==> config.mk <==
export PLATFORM = sky130hd
export DESIGN_NAME = vscale_fetch_unit_flat
export DESIGN_NICKNAME = d
export VERILOG_FILES = /design/src/rtl/vscale_fetch_unit_pkg.sv /design/src/rtl/vscale_fetch_unit_if.sv /design/src/rtl/vscale_fetch_unit_queue.sv /design/src/rtl/vscale_fetch_unit.sv /design/src/flat_wrapper.sv
export SDC_FILE = /design/constraint.sdc
export NUM_CORES = 1
export LEC_CHECK = 0
export ABC_AREA = 1
export ABC_CLOCK_PERIOD_IN_PS = 7000
export CORE_MARGIN = 2
export CORE_UTILIZATION = 25
export DETAILED_ROUTE_END_ITERATION = 10
export GPL_TIMING_DRIVEN = 0
export PLACE_DENSITY = 0.43
export SLEW_MARGIN = 20
export SYNTH_ARGS = -nofsm -noshare
export SYNTH_HDL_FRONTEND = slang
export SYNTH_SLANG_ARGS = --single-unit
==> constraint.sdc <==
create_clock -name clk -period 7 [get_ports clk]
set_input_delay 1.75 -clock clk [delete_from_list [all_inputs] [get_ports clk]]
set_output_delay 1.75 -clock clk [all_outputs]
set_load 0.01 [all_outputs]
==> src/rtl/vscale_fetch_unit_pkg.sv <==
// Shared types and constants for the vscale instruction fetch front end.
package vscale_fetch_unit_pkg;

    localparam logic [31:0] DEFAULT_RESET_PC = 32'h0000_0200;

    typedef enum logic {
        RUN    = 1'b0,
        HALTED = 1'b1
    } fetch_state_e;

    typedef struct packed {
        logic [31:0] pc;
        logic [31:0] inst;
        logic        badmem;
    } fetch_entry_t;

    function automatic logic [31:0] word_align(input logic [31:0] addr);
        return addr & 32'hFFFF_FFFC;
    endfunction

endpackage

==> src/rtl/vscale_fetch_unit_if.sv <==
// Instruction memory port and DX-facing handshake of the fetch unit.
interface vscale_fetch_unit_if;

    logic        imem_req;
    logic [31:0] imem_addr;
    logic        imem_wait;
    logic [31:0] imem_rdata;
    logic        imem_badmem_e;

    logic        out_valid;
    logic [31:0] out_pc;
    logic [31:0] out_inst;
    logic        out_badmem;
    logic        out_ready;

    modport master (
        output imem_req, imem_addr, out_valid, out_pc, out_inst, out_badmem,
        input  imem_wait, imem_rdata, imem_badmem_e, out_ready
    );

    modport slave (
        input  imem_req, imem_addr, out_valid, out_pc, out_inst, out_badmem,
        output imem_wait, imem_rdata, imem_badmem_e, out_ready
    );

endinterface

==> src/rtl/vscale_fetch_unit_queue.sv <==
// Circular FIFO of fetched {pc, inst, badmem} entries; flush wins over push and pop.
module vscale_fetch_queue
    import vscale_fetch_unit_pkg::*;
#(
    parameter  int DEPTH = 4,
    localparam int PTR_W = $clog2(DEPTH) + 1
) (
    input  logic             clk,
    input  logic             reset,
    input  logic             push_i,
    input  fetch_entry_t     push_data_i,
    input  logic             pop_i,
    input  logic             flush_i,
    output logic [PTR_W-1:0] count_o,
    output logic             valid_o,
    output fetch_entry_t     head_o
);

    localparam int IDX_W = $clog2(DEPTH);

    fetch_entry_t     mem_q [DEPTH];
    fetch_entry_t     last_q;
    logic [PTR_W-1:0] wr_ptr_q, rd_ptr_q, count_q;
    logic             do_push, do_pop;

    assign valid_o = (count_q != '0);
    assign do_pop  = pop_i & valid_o;
    assign do_push = push_i & ((count_q != PTR_W'(DEPTH)) | do_pop);
    assign count_o = count_q;
    // Once empty the head keeps showing the last entry DX saw.
    assign head_o  = valid_o ? mem_q[rd_ptr_q[IDX_W-1:0]] : last_q;

    always_ff @(posedge clk or posedge reset) begin
        if (reset) begin
            wr_ptr_q <= '0;
            rd_ptr_q <= '0;
            count_q  <= '0;
            last_q   <= '0;
        end else begin
            if (valid_o)
                last_q <= head_o;
            if (flush_i) begin
                wr_ptr_q <= '0;
                rd_ptr_q <= '0;
                count_q  <= '0;
            end else begin
                if (do_push)
                    wr_ptr_q <= wr_ptr_q + 1'b1;
                if (do_pop)
                    rd_ptr_q <= rd_ptr_q + 1'b1;
                count_q <= count_q + PTR_W'(do_push) - PTR_W'(do_pop);
            end
        end
    end

    always_ff @(posedge clk) begin
        if (do_push && !flush_i)
            mem_q[wr_ptr_q[IDX_W-1:0]] <= push_data_i;
    end

endmodule

==> src/rtl/vscale_fetch_unit.sv <==
// Fetch front end: sequential PC generation, single-outstanding imem requests,
// credit-limited buffering toward DX, halt on fetch fault, redirect/flush.
module vscale_fetch_unit
    import vscale_fetch_unit_pkg::*;
#(
    parameter int          DEPTH    = 4,
    parameter logic [31:0] RESET_PC = DEFAULT_RESET_PC
) (
    input  logic                       clk,
    input  logic                       reset,
    input  logic                       redirect,
    input  logic [31:0]                redirect_pc,
    vscale_fetch_unit_if.master        bus
);

    localparam int PTR_W = $clog2(DEPTH) + 1;

    fetch_state_e     state_q, state_d;
    logic [31:0]      fetch_pc_q, fetch_pc_d;
    logic [31:0]      req_pc_q, req_pc_d;
    logic             inflight_q, inflight_d;
    logic             drop_q, drop_d;

    logic [PTR_W-1:0] count;
    logic             credit_ok, req, accept, push, pop, q_valid;
    fetch_entry_t     resp_entry, head;

    // A slot is reserved for every request in flight, so a response never overflows.
    assign credit_ok  = (32'(count) + 32'(inflight_q)) < 32'(DEPTH);
    assign req        = ~reset & (state_q == RUN) & ~redirect & credit_ok;
    assign accept     = req & ~bus.imem_wait;
    assign push       = inflight_q & ~drop_q & ~redirect;
    assign pop        = q_valid & bus.out_ready;
    assign resp_entry = '{pc: req_pc_q, inst: bus.imem_rdata, badmem: bus.imem_badmem_e};

    always_comb begin
        state_d    = state_q;
        fetch_pc_d = fetch_pc_q;
        req_pc_d   = req_pc_q;
        inflight_d = 1'b0;
        drop_d     = 1'b0;
        if (redirect) begin
            fetch_pc_d = word_align(redirect_pc);
            state_d    = RUN;
            drop_d     = 1'b1;
        end else begin
            if (accept) begin
                fetch_pc_d = fetch_pc_q + 32'd4;
                req_pc_d   = fetch_pc_q;
                inflight_d = 1'b1;
            end
            if (push && bus.imem_badmem_e)
                state_d = HALTED;
        end
    end

    always_ff @(posedge clk or posedge reset) begin
        if (reset) begin
            state_q    <= RUN;
            fetch_pc_q <= RESET_PC;
            req_pc_q   <= '0;
            inflight_q <= 1'b0;
            drop_q     <= 1'b0;
        end else begin
            state_q    <= state_d;
            fetch_pc_q <= fetch_pc_d;
            req_pc_q   <= req_pc_d;
            inflight_q <= inflight_d;
            drop_q     <= drop_d;
        end
    end

    vscale_fetch_queue #(.DEPTH(DEPTH)) u_queue (
        .clk         (clk),
        .reset       (reset),
        .push_i      (push),
        .push_data_i (resp_entry),
        .pop_i       (pop),
        .flush_i     (redirect),
        .count_o     (count),
        .valid_o     (q_valid),
        .head_o      (head)
    );

    assign bus.imem_req   = req;
    assign bus.imem_addr  = fetch_pc_q;
    assign bus.out_valid  = q_valid;
    assign bus.out_pc     = head.pc;
    assign bus.out_inst   = head.inst;
    assign bus.out_badmem = head.badmem;

endmodule

==> src/flat_wrapper.sv <==
// flat-port wrapper written by rule: the top's interface ports become plain ports
module vscale_fetch_unit_flat import vscale_fetch_unit_pkg::*;
#(
    parameter int          DEPTH    = 4,
    parameter logic [31:0] RESET_PC = DEFAULT_RESET_PC
)
  (clk, reset, redirect, redirect_pc, bus_imem_req, bus_imem_addr, bus_out_valid, bus_out_pc, bus_out_inst, bus_out_badmem, bus_imem_wait, bus_imem_rdata, bus_imem_badmem_e, bus_out_ready);
  vscale_fetch_unit_if bus_i ();
  input  logic clk;
  input  logic reset;
  input  logic redirect;
  input  logic [31:0] redirect_pc;
  output wire logic [$bits(bus_i.imem_req)-1:0] bus_imem_req;
  output wire logic [$bits(bus_i.imem_addr)-1:0] bus_imem_addr;
  output wire logic [$bits(bus_i.out_valid)-1:0] bus_out_valid;
  output wire logic [$bits(bus_i.out_pc)-1:0] bus_out_pc;
  output wire logic [$bits(bus_i.out_inst)-1:0] bus_out_inst;
  output wire logic [$bits(bus_i.out_badmem)-1:0] bus_out_badmem;
  input wire logic [$bits(bus_i.imem_wait)-1:0] bus_imem_wait;
  input wire logic [$bits(bus_i.imem_rdata)-1:0] bus_imem_rdata;
  input wire logic [$bits(bus_i.imem_badmem_e)-1:0] bus_imem_badmem_e;
  input wire logic [$bits(bus_i.out_ready)-1:0] bus_out_ready;
  assign bus_imem_req = bus_i.imem_req;
  assign bus_imem_addr = bus_i.imem_addr;
  assign bus_out_valid = bus_i.out_valid;
  assign bus_out_pc = bus_i.out_pc;
  assign bus_out_inst = bus_i.out_inst;
  assign bus_out_badmem = bus_i.out_badmem;
  assign bus_i.imem_wait = bus_imem_wait;
  assign bus_i.imem_rdata = bus_imem_rdata;
  assign bus_i.imem_badmem_e = bus_imem_badmem_e;
  assign bus_i.out_ready = bus_out_ready;
  vscale_fetch_unit #(.DEPTH(DEPTH), .RESET_PC(RESET_PC)) u_core (.clk(clk), .reset(reset), .redirect(redirect), .redirect_pc(redirect_pc), .bus(bus_i));
endmodule
==> reports/summary.txt, run 1 <==
WP data arrival - 3700 ps
die area - 66,300 µm²
post-synth top area share - 47.1%
outcome - completed
RSZ-0062 raised after global routing - false
Tightest Pin Transition - 787 ps
Die H - 257 µm
Cells after Synth - 1,515
fmax - 0.183 GHz
initial cell density of the core - 25.4%
Distinct cells, synth - 29
Multi-input gate area - 4470 µm²
register area - 10,900 µm²
DRC Markers - 0
num ports - 169
dpl cell area - 19,100 µm²
Fill cells - 6,500
Hold Slack - 487 ps
clk_lat worst skew - 570 ps
worst-path cell chain - clkdlybuf4s50_1 -> inv_8 -> nand2_1 -> nor2_2 -> nand3_1 -> inv_1 -> clkdlybuf4s50_1
post-route setup TNS - 0 ps
Max Cap Viol - 0
GPL Wtd Cong - 0.798
crit-path max FO - 66
DRT Pass-1 Iters - 5
synthesized area per cell - 10.6 µm²
Synth area leader - edfxtp_1
clk buf depth - 3
max incr delay on CP - 520 ps
Post-synth ARST share - 34.9%
most common cell in the netlist - nor2_1
largest net degree at the start of global routing - 72
final design area excluding fillers - 20,700 µm²
Required @ worst endpoint - 5250 ps
Final Max Tran Viols - 0
CP endpoint kind - output pin
Root Buffer - clkbuf_16
share of cells above drive strength 1 - 7.99%
post_cts resized - 0
Port Buffers - 164
Core Box Area - 63,300 µm²
Overall Global Routing Usage - 14.7%
final setup vio count - 0
Synthesis Warnings - 0
number of flops mapped to enable cells by yosys - 252
post-CTS setup buffers - 0
Crit path max-delay family - buffers and inverters
critical path type - input port to output pin
Post-Route WL - 48,800 µm
slowest CP cell - clkdlybuf4s50_1
CTS tree - yes
Sinks on Clock Net - 387
ranking of synthesized cells by area - edfxtp_1 (47%), dfrtp_1 (21%), nor2_1 (8.8%)
critical path launch point type - input port
vias in the first global route - 11.8k
power density over the cells - 407 nW/µm²
WL per Instance - 18.6 µm
first-pass GRT wire length - 73,900 µm
total global routing overflow - 0
Area Growth Syn to Fin - 29.0%
fin util - 32.7%
Max IR drop VDD - 143 µV
sequential fraction of the synthesis area - 68.2%
Main synth FF type - edfxtp_1
CP dominant cell by count - clkdlybuf4s50_1
1st-iter DRT viols - 642
DP HPWL - 33,300 µm
clk slew on worst S/H paths - 50 ps
worst slack at placement - 1460 ps
DRT antenna net count - 0
H-tree depth - 2
HP Class - flip-flop to flip-flop
flops & latches, synth - 387
nets - 1,819
min Tclk post-route - 5450 ps
Post-Synthesis Cell Area - 16,100 µm²
Rows - 92
vias per inst - 4.44
Max transition margin - 47.6%
hold buffers post-CTS - 0
antenna violations before repair - 1
setup slack after layout - 1550 ps
skew final - 20.5 ps
vias - 11.6k
chip width - 257 µm
final period utilization - 77.9%
CP bufs+invs - 4
CTS Buf Count - 45
Final Hold Fails - 0
leakage power - 0.00769 µW
Commonest cells post-synth - nor2_1 (377), edfxtp_1 (252), nand2_1 (202)
[layout make-up]
cell class | instances | share of cell area (%)
Tap cell | 846 | 5.11
Clock inverter | 24 | 1.68
Buffer | 82 | 2.00
Antenna cell | 1 | 0.0121
Sequential cell | 387 | 52.8
Inverter | 70 | 1.30
Clock buffer | 60 | 6.11
Multi-Input combinational cell | 977 | 21.6
Timing Repair Buffer | 177 | 9.36
[worst reg2reg max path: cells and delay by family (launching register included)]
| family | cells | cell delay [ps] |
|---|---|---|
| flip-flops | 1 | 430 |
| buffers and inverters | 2 | 100 |
| AND/OR/NAND/NOR | 2 | 860 |
| adder cells (fa/ha/maj) | 3 | 850 |
| AO/OA/AOI/OAI | 2 | 220 |
[stage by stage]
step,total power [µW],std cells
2_1_floorplan,4450,1516
3_3_place_gp,5980,2526
3_5_place_dp,6020,2539
4_1_cts,8600,2623
5_1_grt,8960,2623
6_report,8430,2624
[worst paths after layout]
path                                                            start  cells after the start                                     to  slack (ps)
worst max-delay path                                            reset                      7                           bus_imem_req        1550
worst min-delay path            u_core.u_queue.last_q[34]$_DFFE_PP0N_                      2  u_core.u_queue.last_q[34]$_DFFE_PP0N_         490
worst max register to register    u_core.u_queue.count_o[0]$_DFF_PP0_                      9    u_core.u_queue.count_o[2]$_DFF_PP0_        4440
worst min register to register  u_core.u_queue.last_q[34]$_DFFE_PP0N_                      2  u_core.u_queue.last_q[34]$_DFFE_PP0N_         490
max in group asynchronous                                       reset                      3   u_core.u_queue.last_q[5]$_DFFE_PP0N_        4550
min in group asynchronous                                       reset                      2   u_core.bus.imem_addr[28]$_DFFE_PP0P_        1610
[logic make-up (layout without fill, tap and decap cells)]
family	Yosys count	in the layout	synth area share (%)
simple gates	669	669	16.5
flops	387	387	68.2
compound gates	293	293	10.1
buf+inv	152	413	4.21
fa+ha+maj	9	9	0.748
xor+xnor	4	4	0.218
other cells	1	3	0.0233
[routing by layer]
metal | part of all wire (%) | global-route usage, % | vias up
met3 | 5.2 | 3.07 | 58
met1 | 44 | 18.6 | 5631
li1 | - | - | 5697
met2 | 49 | 25.5 | 253
met5 | 0 | 0 | -
met4 | 1.8 | 3.98 | 0
[power breakdown]
part           total, µW  switching [µW]  internal [µW]
registers           3070             232           2830
logic               2830            1700           1130
clock network       2540             936           1600
total               8430            2870           5570
[sequential cells by signal, summed over array words and instances (netlist names)]
name                     cells
u_core.inflight_q            1
u_core.u_queue.mem_q       252
u_core.drop_q                1
u_core.u_queue.wr_ptr_q      2
u_core.u_queue.last_q       65
u_core.u_queue.rd_ptr_q      2
u_core.u_queue.count_o       3
u_core.bus.imem_addr        30
u_core.state_q               1
u_core.req_pc_q             30
[cell usage in the layout (no fill, tap or decap), drive strengths merged, types with 8 or more instances in the layout]
master         Yosys  final
edfxtp           252    252
clkinv             0     14
nand2            202    202
buf               52     65
bufinv             0      9
a31oi            126    126
clkbuf            30     90
clkdlybuf4s50      0    164
o21ai            164    164
inv               70     71
nand3             83     83
dfrtp            134    134
ha                 8      8
nor2             380    380
No activity file was read; power rests on OpenSTA's default activity.
==> run 2, diff against run 1 <==
--- a/config.mk
+++ b/config.mk
@@ -6,12 +6,12 @@
 export NUM_CORES = 1
 export LEC_CHECK = 0
 export ABC_AREA = 1
-export ABC_CLOCK_PERIOD_IN_PS = 7000
+export ABC_CLOCK_PERIOD_IN_PS = 5340
 export CORE_MARGIN = 2
 export CORE_UTILIZATION = 25
 export DETAILED_ROUTE_END_ITERATION = 10
 export GPL_TIMING_DRIVEN = 0
-export PLACE_DENSITY = 0.43
+export PLACE_DENSITY = 0.42
 export SLEW_MARGIN = 20
 export SYNTH_ARGS = -nofsm -noshare
 export SYNTH_HDL_FRONTEND = slang
==> constraint.sdc (replaced) <==
create_clock -name clk -period 5.34 [get_ports clk]
set_input_delay 1.335 -clock clk [delete_from_list [all_inputs] [get_ports clk]]
set_output_delay 1.335 -clock clk [all_outputs]
set_load 0.01 [all_outputs]
==> run 2 against run 1 <==
  * Core utilization increased by 0.079 points
  * Hold slack improved by 4.6 ps
  * Sequential share of layout area decreased by 0.13 points
  * Largest cell class unchanged
  * Routed wire length increased by 1.0%
  * Clock power increased by 26%
  * Critical path depth decreased by 1
  * Largest power group unchanged
  * Highest routed layer unchanged
==> reports/summary.txt, run 2 (same netlist as run 1, synthesis figures left out) <==
Tot Pwr - 10,900 µW (+30%)
largest net degree at the start of global routing - 34 (-53%)
skew final - 21.9 ps (+1.38 ps)
Max IR drop VDD - 170 µV (+19%)
crit-path max FO - 10 (-85%)
Core Box Area - 63,300 µm² (unchanged)
clk slew on worst S/H paths - 60 ps (about the same)
RSZ-0062 raised after global routing - false
vias in the first global route - 11.7k (-0.91%)
WL per Instance - 18.8 µm (+0.93%)
num ports - 169 (unchanged)
worst-path cell chain - nor3_1 -> inv_2 -> buf_2 -> clkbuf_1 -> a31oi_1 -> clkdlybuf4s50_1
NetSw - 3760 µW (+31%)
vias - 11.7k (+0.44%)
Cell Count, Final, Fillers Out - 2,627 (+0.11%)
antenna violations before repair - 0 (-1)
final period utilization - 91.4%
min Tclk post-route - 4880 ps
Largest register FFs - 252 (unchanged)
switch share - 34.4% (+0.40 points)
Root Buffer - clkbuf_16
final setup vio count - 0 (unchanged)
HP Class - flip-flop to flip-flop
Rows - 92 (unchanged)
power density over the cells - 527 nW/µm² (+29%)
die area - 66,300 µm² (unchanged)
Port Buffers - 164 (unchanged)
critical path type - flip-flop to output pin
placed cells - 2,544 (+0.20%)
outcome - completed
leakage power - 0.00769 µW (about the same)
fmax - 0.205 GHz
share of cells above drive strength 1 - 8.03% (+0.038 points)
CTS Buf Count - 45 (unchanged)
Fill cells - 6,493 (-0.11%)
Int Pwr - 7180 µW (+29%)
hold depth - 2 (unchanged)
Final Hold Fails - 0 (unchanged)
Die H - 257 µm (unchanged)
first-pass GRT wire length - 74,100 µm (+0.31%)
commonest non-fill, non-tap cells in the layout - nor2_1 (373), edfxtp_1 (252), nand2_1 (202)
Max transition margin - 46.4% (-1.2 points)
CP endpoint kind - output pin
slowest CP cell - nor3_1
hold buffers post-CTS - 0 (unchanged)
Area Growth Syn to Fin - 29.3%
r2r worst-path depth - 9 (unchanged)
initial cell density of the core - 25.4% (unchanged)
chip width - 257 µm (unchanged)
worst slack at placement - 828 ps (-637 ps)
Max Cap Viol - 0 (unchanged)
Final Max Tran Viols - 0 (unchanged)
Tightest Pin Transition - 804 ps (+17.4 ps)
setup slack after layout - 461 ps (-1090 ps)
Post-Route WL - 49,400 µm (+1.0%)
WP data arrival - 3540 ps (-160 ps)
total global routing overflow - 0 (unchanged)
max incr delay on CP - 620 ps (+100 ps)
post_cts resized - 0 (unchanged)
Sinks on Clock Net - 387 (unchanged)
vias per inst - 4.45 (+0.32%)
1st-iter DRT viols - 680 (+5.9%)
Seq pwr share - 36.7% (+0.3 points)
DRT antenna net count - 0 (unchanged)
H-tree depth - 2 (unchanged)
reg2reg setup slack - 2760 ps (-1680 ps)
critical path launch point type - flip-flop
logic gate share of total power - 34.0% (+0.4 points)
post-CTS setup buffers - 0 (unchanged)
Overall Global Routing Usage - 14.9% (+0.12 points)
post-route setup TNS - 0 ps (unchanged)
CTS tree - yes
DRC Markers - 0 (unchanged)
DRT Pass-1 Iters - 6 (+1)
GPL Wtd Cong - 0.803 (+0.65%)
DP HPWL - 34,200 µm (+2.7%)
# diodes - 0 (-1)
nets - 1,824 (+0.27%)
clk_lat worst skew - 570 ps (about the same)
Clock Power Share - 29.3% (-0.8 points)
most common cell after layout, fill and taps aside - nor2_1
Required @ worst endpoint - 4010 ps (-1240 ps)
clk buf depth - 3 (unchanged)
[run 2: final cells by class]
class | instances | area [µm²] | area share (%)
flip-flops and latches | 387 | 10900 | 52.7
clock inverters | 21 | 295 | 1.42
clock buffers | 62 | 1250 | 6.03
repair buffers | 182 | 2060 | 9.93
well taps | 846 | 1060 | 5.10
inverters | 70 | 267 | 1.28
plain buffers | 82 | 414 | 1.99
multi-input cells | 977 | 4470 | 21.5
[run 2: layer usage]
layer  GRT usage (%)  up-vias  wire length (µm)
met5               0        -                 0
li1                -     5708                 -
met1            19.3     5624             22000
met3            3.00       61              2560
met4            4.32        0              1050
met2            25.0      297             23800
[run 2: metrics by stage]
step                      hold slack [ps]  cell area, µm²  utilization [%]
final                                 492           20800             32.8
after global routing                  518           20800             32.8
after CTS                             501           20800             32.8
after detailed placement              487           19200             30.4
after global placement                484           18800             29.6
after floorplan                       460           16100                -
[run 2: worst paths after layout]
kind	start	end
setup / recovery	u_core.u_queue.count_o[0]$_DFF_PP0_	bus_out_pc[11]
hold / removal	u_core.u_queue.last_q[34]$_DFFE_PP0N_	u_core.u_queue.last_q[34]$_DFFE_PP0N_
setup reg to reg	u_core.u_queue.count_o[0]$_DFF_PP0_	u_core.u_queue.count_o[2]$_DFF_PP0_
hold reg to reg	u_core.u_queue.last_q[34]$_DFFE_PP0N_	u_core.u_queue.last_q[34]$_DFFE_PP0N_
max in group asynchronous	reset	u_core.u_queue.last_q[27]$_DFFE_PP0N_
min in group asynchronous	reset	u_core.drop_q$_DFF_PP0_
[run 2: power by group through the flow]
stage          Clock, µW  Sequential [µW]  Combinational, µW
3_5_place_dp           0             4080               3830
5_1_grt             3440             4080               4110
6_report            3210             4020               3720
4_1_cts             3310             4020               3840
3_3_place_gp           0             4070               3780
2_1_floorplan          0             3970               1870
[run 2: worst max-delay path: cells and delay by family (launching register included)]
family	cells	cell delay, ps
and+or+nand+nor	1	620
DFF	1	440
buffers and inverters	4	1460
AOI/OAI and AO/OA	1	450
